==> src/rtl/cla_slice_sequencer.sv <==
// Multi-cycle WIDTH-bit adder that reuses one SLICE-bit carry-lookahead slice,
// walking slices LSB to MSB and returning block-level group generate/propagate.
module cla_slice_sequencer #(
    parameter int WIDTH = 32,
    parameter int SLICE = 4
) (
    input  logic             clk,
    input  logic             rst,
    input  logic             in_valid,
    output logic             in_ready,
    input  logic [WIDTH-1:0] a,
    input  logic [WIDTH-1:0] b,
    input  logic             cin,
    output logic             out_valid,
    input  logic             out_ready,
    output logic [WIDTH-1:0] sum,
    output logic             cout,
    output logic             group_g,
    output logic             group_p,
    output logic             busy
);

    localparam int N  = WIDTH / SLICE;
    localparam int CW = (N > 1) ? $clog2(N) : 1;
    localparam logic [CW-1:0] LAST = CW'(N - 1);

    localparam logic [1:0] IDLE = 2'd0;
    localparam logic [1:0] RUN  = 2'd1;
    localparam logic [1:0] DONE = 2'd2;

    logic [1:0]       state;
    logic [CW-1:0]    cnt_q;
    logic             carry_q;
    logic             g_acc;
    logic             p_acc;
    logic [WIDTH-1:0] a_q;
    logic [WIDTH-1:0] b_q;
    logic [WIDTH-1:0] sum_q;
    logic             cout_q;
    logic             group_g_q;
    logic             group_p_q;

    logic [SLICE-1:0] sa, sb, g, p;
    logic [SLICE-1:0] pg, pp;
    logic [SLICE:0]   c;
    logic [SLICE-1:0] slice_sum;
    logic             gs, ps;
    logic             accept;

    assign in_ready  = (state == IDLE);
    assign out_valid = (state == DONE);
    assign busy      = (state != IDLE);
    assign accept    = in_valid && in_ready;

    assign sum     = sum_q;
    assign cout    = cout_q;
    assign group_g = group_g_q;
    assign group_p = group_p_q;

    // NOTE: every signal written here gets a default first so no latch is inferred.
    always_comb begin
        sa = '0;
        sb = '0;
        for (int k = 0; k < N; k++) begin
            if (cnt_q == CW'(k)) begin
                sa = a_q[k*SLICE +: SLICE];
                sb = b_q[k*SLICE +: SLICE];
            end
        end
        g = sa & sb;
        p = sa ^ sb;

        // Prefix group terms over bits [j:0]; every carry is then one level from carry_q.
        pg[0] = g[0];
        pp[0] = p[0];
        for (int j = 1; j < SLICE; j++) begin
            pg[j] = g[j] | (p[j] & pg[j-1]);
            pp[j] = p[j] & pp[j-1];
        end

        c[0] = carry_q;
        for (int j = 0; j < SLICE; j++) begin
            c[j+1] = pg[j] | (pp[j] & carry_q);
        end

        slice_sum = p ^ c[SLICE-1:0];
        gs        = pg[SLICE-1];
        ps        = pp[SLICE-1];
    end

    // NOTE: operand registers are pure datapath loaded on accept, so they carry no reset.
    always_ff @(posedge clk) begin
        if (!rst && accept) begin
            a_q <= a;
            b_q <= b;
        end
    end

    // NOTE: sequential state uses non-blocking assignments so all registers update together.
    always_ff @(posedge clk) begin
        if (rst) begin
            state     <= IDLE;
            cnt_q     <= '0;
            carry_q   <= 1'b0;
            g_acc     <= 1'b0;
            p_acc     <= 1'b0;
            sum_q     <= '0;
            cout_q    <= 1'b0;
            group_g_q <= 1'b0;
            group_p_q <= 1'b0;
        end else begin
            case (state)
                IDLE: begin
                    if (in_valid) begin
                        carry_q <= cin;
                        cnt_q   <= '0;
                        g_acc   <= 1'b0;
                        p_acc   <= 1'b1;
                        state   <= RUN;
                    end
                end
                RUN: begin
                    for (int k = 0; k < N; k++) begin
                        if (cnt_q == CW'(k)) sum_q[k*SLICE +: SLICE] <= slice_sum;
                    end
                    carry_q <= c[SLICE];
                    g_acc   <= gs | (ps & g_acc);
                    p_acc   <= ps & p_acc;
                    if (cnt_q == LAST) begin
                        // Published results only change here, so they hold through IDLE.
                        cout_q    <= c[SLICE];
                        group_g_q <= gs | (ps & g_acc);
                        group_p_q <= ps & p_acc;
                        state     <= DONE;
                    end else begin
                        cnt_q <= cnt_q + 1'b1;
                    end
                end
                DONE: begin
                    if (out_ready) state <= IDLE;
                end
                default: state <= IDLE;
            endcase
        end
    end

endmodule

==> config.mk <==
export PLATFORM = sky130hd
export DESIGN_NAME = cla_slice_sequencer
export DESIGN_NICKNAME = d
export VERILOG_FILES = /design/src/rtl/cla_slice_sequencer.sv
export SDC_FILE = /design/constraint.sdc
export NUM_CORES = 1
export LEC_CHECK = 0
export ABC_CLOCK_PERIOD_IN_PS = 5000
export CORE_UTILIZATION = 50
export CTS_BUF_LIST = sky130_fd_sc_hd__clkbuf_2 sky130_fd_sc_hd__clkbuf_4 sky130_fd_sc_hd__clkbuf_8
export CTS_CLUSTER_DIAMETER = 60
export DETAILED_ROUTE_END_ITERATION = 8
export HOLD_SLACK_MARGIN = 0.03
export PLACE_DENSITY_LB_ADDON = 0.08
export SYNTH_ARGS = -nofsm -noshare
export SYNTH_HDL_FRONTEND = slang
export SYNTH_SLANG_ARGS = --single-unit
==> constraint.sdc <==
create_clock -name clk -period 5 [get_ports clk]
set_input_delay 0.75 -clock clk [delete_from_list [all_inputs] [get_ports clk]]
set_output_delay 0.75 -clock clk [all_outputs]
set_load 0.01 [all_outputs]
## Word level (Yosys, flattened, before mapping)

Index checks and enable logic that the tools add are counted.

- Add/sub/neg operators: 1
- Equal/unequal tests: 13
- Muxes and demuxes: 29
- Bitwise logic cells: 23
- Reduce and logical (&&, ||, !) cells: 18

Operator list:

| operator | number |
|---|---|
| 2-to-1 mux 4 bit | 16 |
| AND reduction 2 bit | 9 |
| AND 1 bit | 12 |
| == test 3 bit (second input constant) | 4 |
| OR 1 bit | 8 |
| XOR 4 bit | 2 |
| == test 3 x 2 -> 1 bit (second input constant) | 2 |
| 2-to-1 mux 2 bit | 3 |
| 2-to-1 mux 3 bit | 2 |
| inequality test 2 bit (second input constant) | 3 |
| one-hot mux 1 bit (2 select lines) | 3 |
| one-hot mux 2 bit (3 select lines) | 1 |
| one-hot mux 3 bit (2 select lines) | 1 |
| AND reduction 3 bit | 2 |
| AND 4 bit | 1 |
| nonzero test 2 bit | 2 |
| adder 3 x 1 -> 3 bit (second input constant) | 1 |
| == test 3 x 1 -> 1 bit (second input constant) | 1 |
| logical NOT 3 bit | 1 |
| 2-to-1 mux 1 bit | 3 |
| == test 2 x 1 -> 1 bit (second input constant) | 1 |
| == test 2 bit (second input constant) | 1 |
| logical AND 1 bit | 2 |
| logical NOT 2 bit | 1 |
| 2 further kinds | 2 |

- Register bits: 107
- Input bits: 69
- Output and inout port bits: 38
- Logic and storage cells: 102

## Longest topological paths before layout

Gate-level depths: netlist of the first run.

- Depth after elaboration: 18
- Gate-level depth with buffers: 14
- Gate-level depth less buffers: 11

## Least setup slack after synthesis of the first run

No wires, ideal clock.

- Path kind: input to register
- Start: input port rst
- End: register a_q[0], enable pin
- Setup time: 486 ps
- Arrival: 3821 ps
- Setup slack: 693 ps
- Stages on the path: 3
- Cells stage by stage: clkbuf_1 -> clkbuf_1 -> nor2_1

- Longest elaborated chain between the ends: 2

RTL lines:

| what | RTL line | text |
|---|---|---|
| from (decl) | 8 | `input logic rst,` |
| logical NOT 1 bit | 93 | `if (!rst && accept) begin` |
| logical AND 1 bit | 93 |  |
| to (signal assigned) | 94 | `a_q <= a;` |
| to (decl) | 36 | `logic [WIDTH-1:0] a_q;` |

No other way between the ends.
A chain may end at the register's enable or synchronous reset.

## Worst setup path after layout of the first run

- Start: register cnt_q[1]
- End: register sum_q[9], in the netlist sum[9]

- Longest elaborated chain between the ends: 13

RTL lines:

| what | RTL line | text |
|---|---|---|
| from (decl) | 32 | `logic [CW-1:0] cnt_q;` |
| from (signal assigned) | 136 | `cnt_q <= cnt_q + 1'b1;` |
| logical NOT 3 bit | 65 | `if (cnt_q == CW'(k)) begin` |
| 2-to-1 mux 4 bit (8 in a row) | 65 |  |
| XOR 4 bit | 71 | `p = sa ^ sb;` |
| AND 1 bit | 83 | `c[j+1] = pg[j] \| (pp[j] & carry_q);` |
| OR 1 bit | 83 |  |
| XOR 4 bit | 86 | `slice_sum = p ^ c[SLICE-1:0];` |
| to (signal, indexed assignment) | 124 | `if (cnt_q == CW'(k)) sum_q[k*SLICE +: SLICE] <= slice_sum;` |
| to (decl) | 38 | `logic [WIDTH-1:0] sum_q;` |

Parallel ways exist; a longest one is shown, timed or not.

==> flow_summary.json, run 1 <==
{
  "status": "finished clean",
  "critical_path.top_delay_family": "simple AND/OR/NAND/NOR gates",
  "synth_adder_area_share_pct": 3.25,
  "finalCritPeriodShare_pct": 75.1,
  "muxShareOfSynthArea_pct": 0.701,
  "place.gp.congestion": 0.858,
  "ys_ff_latch": 107,
  "setup_tns_ns": 0,
  "crit_chain": "inv_1, ha_1, and2b_1, a221oi_2, or4_1, a41o_1, fa_1, xnor2_1, nand3_1, a21oi_1",
  "switching_share_pct": 25.7,
  "synth-xor-area-share_pct": 0.196,
  "finalWirelength_um": 9720,
  "final_cell_area_um2": 5750,
  "cp-end-kind": "register",
  "cts_max_path_buffers": 2,
  "fmax_ghz": 0.266,
  "p_comb_share_pct": 13.7,
  "hold_class": "reg2reg",
  "worstSetupStartpointType": "register",
  "row_count": 34,
  "fin_skew_ns": 0.0147,
  "leakage_uw": 0.00195,
  "initial_core_util_pct": 51.4,
  "fp.dieH_um": 96.5,
  "cap_violations": 0,
  "cts_inserted_buffers": 9,
  "io_buffers": 106,
  "worstSetupPathType": "reg2reg",
  "synth_area_per_cell_um2": 11.6,
  "switchingPower_uw": 439,
  "setup_viol": 0,
  "worst_slew_pin_slew_ns": 0.909,
  "syn_area_um2": 4460,
  "placed_area_um2": 5570,
  "clk_latency_ns": 0.37,
  "maxSlewHeadroom_pct": 39.3,
  "cp_data_required_time_ns": 5.30,
  "synth_compound_area_share_pct": 15.1,
  "crit_path_max_incr_delay_ns": 0.64,
  "internal_power_uw": 1270,
  "grt_pass1_vias": 3182,
  "post_drt_wl_per_cell_um": 16.4,
  "clock_tree.root_cell": "clkbuf_8",
  "r2r-start": "cnt_q[1]$_SDFFE_PP0P_",
  "nets": 560,
  "ys.flop_type": "edfxtp_1",
  "powerDensity_nw_per_um2": 298,
  "htreeDepth": 3,
  "grt_pass1_wl_um": 15600,
  "track_usage_pct": 22.5,
  "drc_errors": 0,
  "ys_seq_area_share_pct": 62.4,
  "rrSetupSlack_ns": 1.25,
  "ys_warn_count": 0,
  "path_depth": 10,
  "cp.arrival_ns": 4.06,
  "vias": 3327,
  "synth-async-reset-ratio_pct": 0,
  "crit_start": "cnt_q[1]$_SDFFE_PP0P_",
  "overflow": 0,
  "cts.repair.resized": 0,
  "pwr-share-clk_pct": 28.8,
  "rsz0062_at_grt": "false",
  "p_seq_share_pct": 57.5,
  "drtIter0Drc": 136,
  "worstPathBufferInverterCount": 1,
  "synth_fp_nets": 463,
  "antenna_left": 0,
  "yosys.area_share.simple_pct": 14.8,
  "final_util_pct": 66.2,
  "numClockSinks": 107,
  "drive_gt1_share_pct": 4.54,
  "pin_count": 107,
  "slew_viol_final": 0,
  "synth_top_family_by_area": "compound AO/OA/AOI/OAI gates",
  "core_um2": 8680,
  "hold_buffers": 0,
  "fp.dieArea_um2": 9310,
  "cts_tree": "built",
  "final_hold_viol_count": 0,
  "crit_fanout": 21,
  "post-route-min-period_ns": 3.75,
  "place_hpwl_um": 7210,
  "vias_per_cell": 5.61,
  "antenna_found_initial": 0,
  "hp-start": "group_p$_SDFFE_PP0P_",
  "synthDistinctLibCells": 43,
  "slowest_stage": "xnor2_1",
  "grt_max_degree": 52,
  "dr.pass1.iters": 4,
  "clkSlewWorstSetupHoldPaths_ns": 0.10,
  "die_w_um": 96.5,
  "synthCells": 383,
  "antennaDiodeCount": 0,
  "synth_edf_count": 64,
  "r2r_cells": 10,
  "post_cts_buffers": 0,
  "syn_to_final_growth_pct": 28.8,
  "hold_depth": 2,
  "ir_drop_mv": 0.199
}
cell type report:
| cell class | count | area, um^2 |
|---|---|---|
| clock buffers | 9 | 124 |
| multi-input cells | 241 | 1520 |
| well taps | 108 | 135 |
| fillers | 697 | 2930 |
| flip-flops and latches | 107 | 2780 |
| repair buffers | 109 | 1080 |
| clock inverters | 7 | 55.1 |
| inverters | 12 | 45.0 |
cell usage in the layout, fill, tap and decap left out, drive strengths merged, types with 2 or more instances in the layout:
| master | count |
|---|---|
| a221oi | 13 |
| a311oi | 6 |
| a41oi | 2 |
| a211oi | 6 |
| ha | 10 |
| clkinv | 2 |
| dfxtp | 43 |
| a22oi | 2 |
| nand2 | 42 |
| a41o | 2 |
| o21ai | 20 |
| and2 | 4 |
| clkdlybuf4s50 | 106 |
| nor2b | 12 |
| a21oi | 25 |
| o22ai | 7 |
| or4 | 6 |
| nor3 | 2 |
| o31ai | 2 |
| nand3b | 17 |
| nand3 | 9 |
| a32oi | 4 |
| nand2b | 8 |
| clkbuf | 9 |
| edfxtp | 64 |
| buf | 3 |
| inv | 17 |
| nor2 | 23 |
| a221o | 3 |
| mux2i | 2 |
| a21o | 4 |
per-layer routing:
layer	GRT usage (%)	part of all wire, %	vias to the layer above
met1	29.0	44	1583
met2	36.7	49	107
met5	0	0	-
li1	-	-	1617
met3	4.15	4.7	20
met4	10.9	2.4	0
kinds of logic after synthesis:
| family | Yosys count |
|---|---|
| xor+xnor | 1 |
| compound gates | 98 |
| buf+inv | 35 |
| simple gates | 128 |
| flops | 107 |
| mux | 3 |
| fa+ha+maj | 11 |
power groups by stage:
| stage | clock (uW) | sequential, uW | combinational (uW) |
|---|---|---|---|
| after detailed placement | 0 | 1000 | 233 |
| after floorplan | 0 | 1000 | 129 |
| final | 492 | 984 | 235 |
| after global routing | 536 | 987 | 257 |
| after CTS | 502 | 984 | 234 |
| after global placement | 0 | 1000 | 231 |
through the flow:
step	hold slack (ns)	setup slack (ns)	instances	power, uW
global route	0.472	0.984	593	1780
CTS	0.459	1.28	593	1720
global placement	0.439	1.41	577	1230
finish	0.453	1.25	593	1710
floorplan	0.448	0.693	383	1130
detailed placement	0.445	1.30	577	1240
worst min-delay path: cells and delay by family, from the launching register on:
family / cells / cell delay (ns)
compound gates: 1 / 0.05
flops: 1 / 0.32
simple gates: 1 / 0.05
state kept, by name, indices dropped and copies added, names as in the netlist:
name,flops
carry_q,1
sum,32
cout,1
b_q,32
a_q,32
p_acc,1
group_g,1
state,2
g_acc,1
cnt_q,3
group_p,1
final timing paths:
path | end
setup / recovery | sum[9]$_SDFFE_PP0P_
hold / removal | group_p$_SDFFE_PP0P_
setup reg to reg | sum[9]$_SDFFE_PP0P_
hold reg to reg | group_p$_SDFFE_PP0P_
cells in the mapped netlist, types with 2 or more instances:
cell       n  area share (%)
a211oi_1   6             1.0
a21o_1     4            0.67
a21oi_1   25             2.8
a221o_1    3            0.67
a221oi_1  11             2.2
a221oi_2   2            0.67
a22oi_1    2            0.34
a311oi_1   6             1.2
a32oi_1    4            0.79
a41o_1     2            0.45
a41oi_1    2            0.39
and2_1     4            0.56
buf_2      6            0.67
buf_6      2            0.50
clkbuf_1  13             1.1
dfxtp_1   43              19
edfxtp_1  64              43
ha_1      10             2.8
inv_1     12             1.0
mux2i_1    2            0.45
nand2_1   42             3.5
nand2b_1   8             1.1
nand3_1    9             1.0
nand3b_1  17             2.9
nor2_1    23             1.9
nor2b_1   12             1.7
nor3_1     2            0.22
o21ai_0   20             2.2
o22ai_1    7            0.98
o31ai_1    2            0.34
or4_1      6             1.0
Power figures use the tool's default switching activity.
==> run 2: changes to the inputs <==
--- a/config.mk
+++ b/config.mk
@@ -5,8 +5,8 @@
 export SDC_FILE = /design/constraint.sdc
 export NUM_CORES = 1
 export LEC_CHECK = 0
-export ABC_CLOCK_PERIOD_IN_PS = 5000
-export CORE_UTILIZATION = 50
+export ABC_CLOCK_PERIOD_IN_PS = 3100
+export CORE_UTILIZATION = 46
 export CTS_BUF_LIST = sky130_fd_sc_hd__clkbuf_2 sky130_fd_sc_hd__clkbuf_4 sky130_fd_sc_hd__clkbuf_8
 export CTS_CLUSTER_DIAMETER = 60
 export DETAILED_ROUTE_END_ITERATION = 8
==> constraint.sdc (replaced) <==
create_clock -name clk -period 3.1 [get_ports clk]
set_input_delay 0.465 -clock clk [delete_from_list [all_inputs] [get_ports clk]]
set_output_delay 0.465 -clock clk [all_outputs]
set_load 0.01 [all_outputs]
==> run 2 against run 1 <==
Setup slack worse by 1.1 ns. Sequential power up 62%. Non-clock buffer count up 25. Sequential cell count unchanged. Count of clock-buffer cells in the layout unchanged. Utilization down 0.91 points. Register-to-register slack worse by 1.1 ns. Critical path depth up 2. Largest cell class unchanged.
==> flow_summary.json, run 2 (same netlist as run 1, synthesis figures left out) <==
{
  "status": "finished clean",
  "worst_slew_pin_slew_ns": 0.486,
  "final_util_pct": 65.3,
  "antenna_left": 0,
  "die_w_um": 100,
  "overflow": 0,
  "final_cell_mix": "106 x clkdlybuf4s50_1, 64 x edfxtp_1, 41 x nand2_1, 41 x dfxtp_1",
  "clk_latency_ns": 0.36,
  "cap_violations": 0,
  "cp.arrival_ns": 3.22,
  "antennaDiodeCount": 0,
  "slew_viol_final": 0,
  "io_buffers": 106,
  "switching_share_pct": 25.3,
  "worstPathBufferInverterCount": 2,
  "crit_path_max_incr_delay_ns": 0.53,
  "placed_area_um2": 5770,
  "row_count": 35,
  "clock_tree.root_cell": "clkbuf_8",
  "cts_inserted_buffers": 9,
  "internal_power_uw": 2090,
  "hold_class": "reg2reg",
  "cp_data_required_time_ns": 3.34,
  "cts_max_path_buffers": 2,
  "p_comb_share_pct": 16.2,
  "post-route-min-period_ns": 2.98,
  "worstSetupPathType": "reg2reg",
  "fin_cells": 638,
  "finalWirelength_um": 10200,
  "switchingPower_uw": 708,
  "pin_count": 107,
  "crit_fanout": 7,
  "dr.pass1.iters": 4,
  "cts_tree": "built",
  "fin_skew_ns": 0.00964,
  "layout_commonest_cell": "clkdlybuf4s50_1",
  "fp.dieH_um": 100,
  "core_um2": 9330,
  "dp_cells": 620,
  "post_drt_wl_per_cell_um": 16.0,
  "clkSlewWorstSetupHoldPaths_ns": 0.10,
  "fp.dieArea_um2": 10100,
  "grt_pass1_vias": 3440,
  "htreeDepth": 3,
  "fmax_ghz": 0.336,
  "place_hpwl_um": 7540,
  "p_seq_share_pct": 56.7,
  "grt_pass1_wl_um": 16500,
  "place.gp.congestion": 0.844,
  "powerDensity_nw_per_um2": 459,
  "drive_gt1_share_pct": 14.5,
  "cp-end-kind": "register",
  "antenna_found_initial": 0,
  "initial_core_util_pct": 47.8,
  "syn_to_final_growth_pct": 36.6,
  "vias": 3445,
  "setup_viol": 0,
  "final_hold_viol_count": 0,
  "vias_per_cell": 5.40,
  "leakage_uw": 0.00209,
  "r2r_cells": 12,
  "crit_chain": "inv_1, ha_2, and2b_2, buf_6, a221oi_1, or4_1, a32oi_2, ha_1, and4_1, a221o_1, nor2_1, nor3_1",
  "drc_errors": 0,
  "hold_depth": 2,
  "ir_drop_mv": 0.253,
  "drtIter0Drc": 143,
  "nets": 585,
  "maxSlewHeadroom_pct": 67.6,
  "numClockSinks": 107,
  "finalCritPeriodShare_pct": 96.1,
  "slowest_stage": "or4_1",
  "hold_slack_ns": 0.457,
  "worstSetupStartpointType": "register",
  "grt_max_degree": 51,
  "total_power_uw": 2800,
  "path_depth": 12,
  "track_usage_pct": 21.1,
  "critical_path.top_delay_family": "simple AND/OR/NAND/NOR gates",
  "final_cell_area_um2": 6090,
  "pwr-share-clk_pct": 27.0
}
run 2: cell count changes in the layout (fill, tap and decap cells not counted), sizes merged:
cell / before / now
clkinvlp: 0 / 1
clkinv: 2 / 3
buf: 3 / 28
inv: 17 / 14
run 2: per-stage QoR:
| step | setup TNS, ns | worst slack [ns] |
|---|---|---|
| after detailed placement | -1.67 | -0.180 |
| after floorplan | 0 | 0.109 |
| after global placement | -0.256 | -0.0373 |
| after global routing | -0.235 | -0.0374 |
| after CTS | 0 | 0.00563 |
| final | 0 | 0.122 |
run 2: cell type report:
| type | instances | area [um^2] |
|---|---|---|
| multi-input combinational | 241 | 1650 |
| clock buffer | 9 | 124 |
| tap | 129 | 161 |
| inverter | 12 | 45.0 |
| fill | 755 | 3230 |
| sequential | 107 | 2790 |
| clock inverter | 6 | 41.3 |
| timing repair buffer | 134 | 1290 |
run 2: worst reg2reg max path: stages (launching register included):
cell	delay, ns
dfxtp_2	0.35
inv_1	0.07
ha_2	0.18
and2b_2	0.29
buf_6	0.13
a221oi_1	0.07
or4_1	0.53
a32oi_2	0.20
ha_1	0.33
and4_1	0.23
a221o_1	0.32
nor2_1	0.09
nor3_1	0.05
run 2: power by group through the flow:
stage / logic [uW] / clock network [uW] / registers, uW
floorplan: 208 / 0 / 1620
global placement: 396 / 0 / 1620
detailed placement: 405 / 0 / 1620
CTS: 412 / 776 / 1590
global route: 494 / 824 / 1590
finish: 454 / 755 / 1590
run 2: metal layers:
layer | routed length, um | vias up | share of wire [%] | track usage, %
met2 | 4970 | 109 | 49 | 36.5
met5 | 0 | - | 0 | 0
met4 | 128 | 0 | 1.3 | 5.24
met3 | 483 | 11 | 4.7 | 4.79
met1 | 4640 | 1654 | 45 | 26.9
li1 | - | 1671 | - | -
run 2: path summary, 6_finish.rpt:
| path | from | slack [ns] | end |
|---|---|---|---|
| max | cnt_q[1]$_SDFFE_PP0P_ | 0.12 | group_g$_SDFFE_PP0P_ |
| min | group_p$_SDFFE_PP0P_ | 0.46 | group_p$_SDFFE_PP0P_ |
| max reg2reg | cnt_q[1]$_SDFFE_PP0P_ | 0.12 | group_g$_SDFFE_PP0P_ |
| min reg2reg | group_p$_SDFFE_PP0P_ | 0.46 | group_p$_SDFFE_PP0P_ |
run 2: repair_timing:
item / 4_1_cts / 5_1_grt
setup buffers: 0 / 3
hold buffers: 0 / 0
gates resized for setup: 6 / 40
pin swaps: 0 / 11
cloned: 0 / 0
endpoints found under the setup margin: 18 / 25
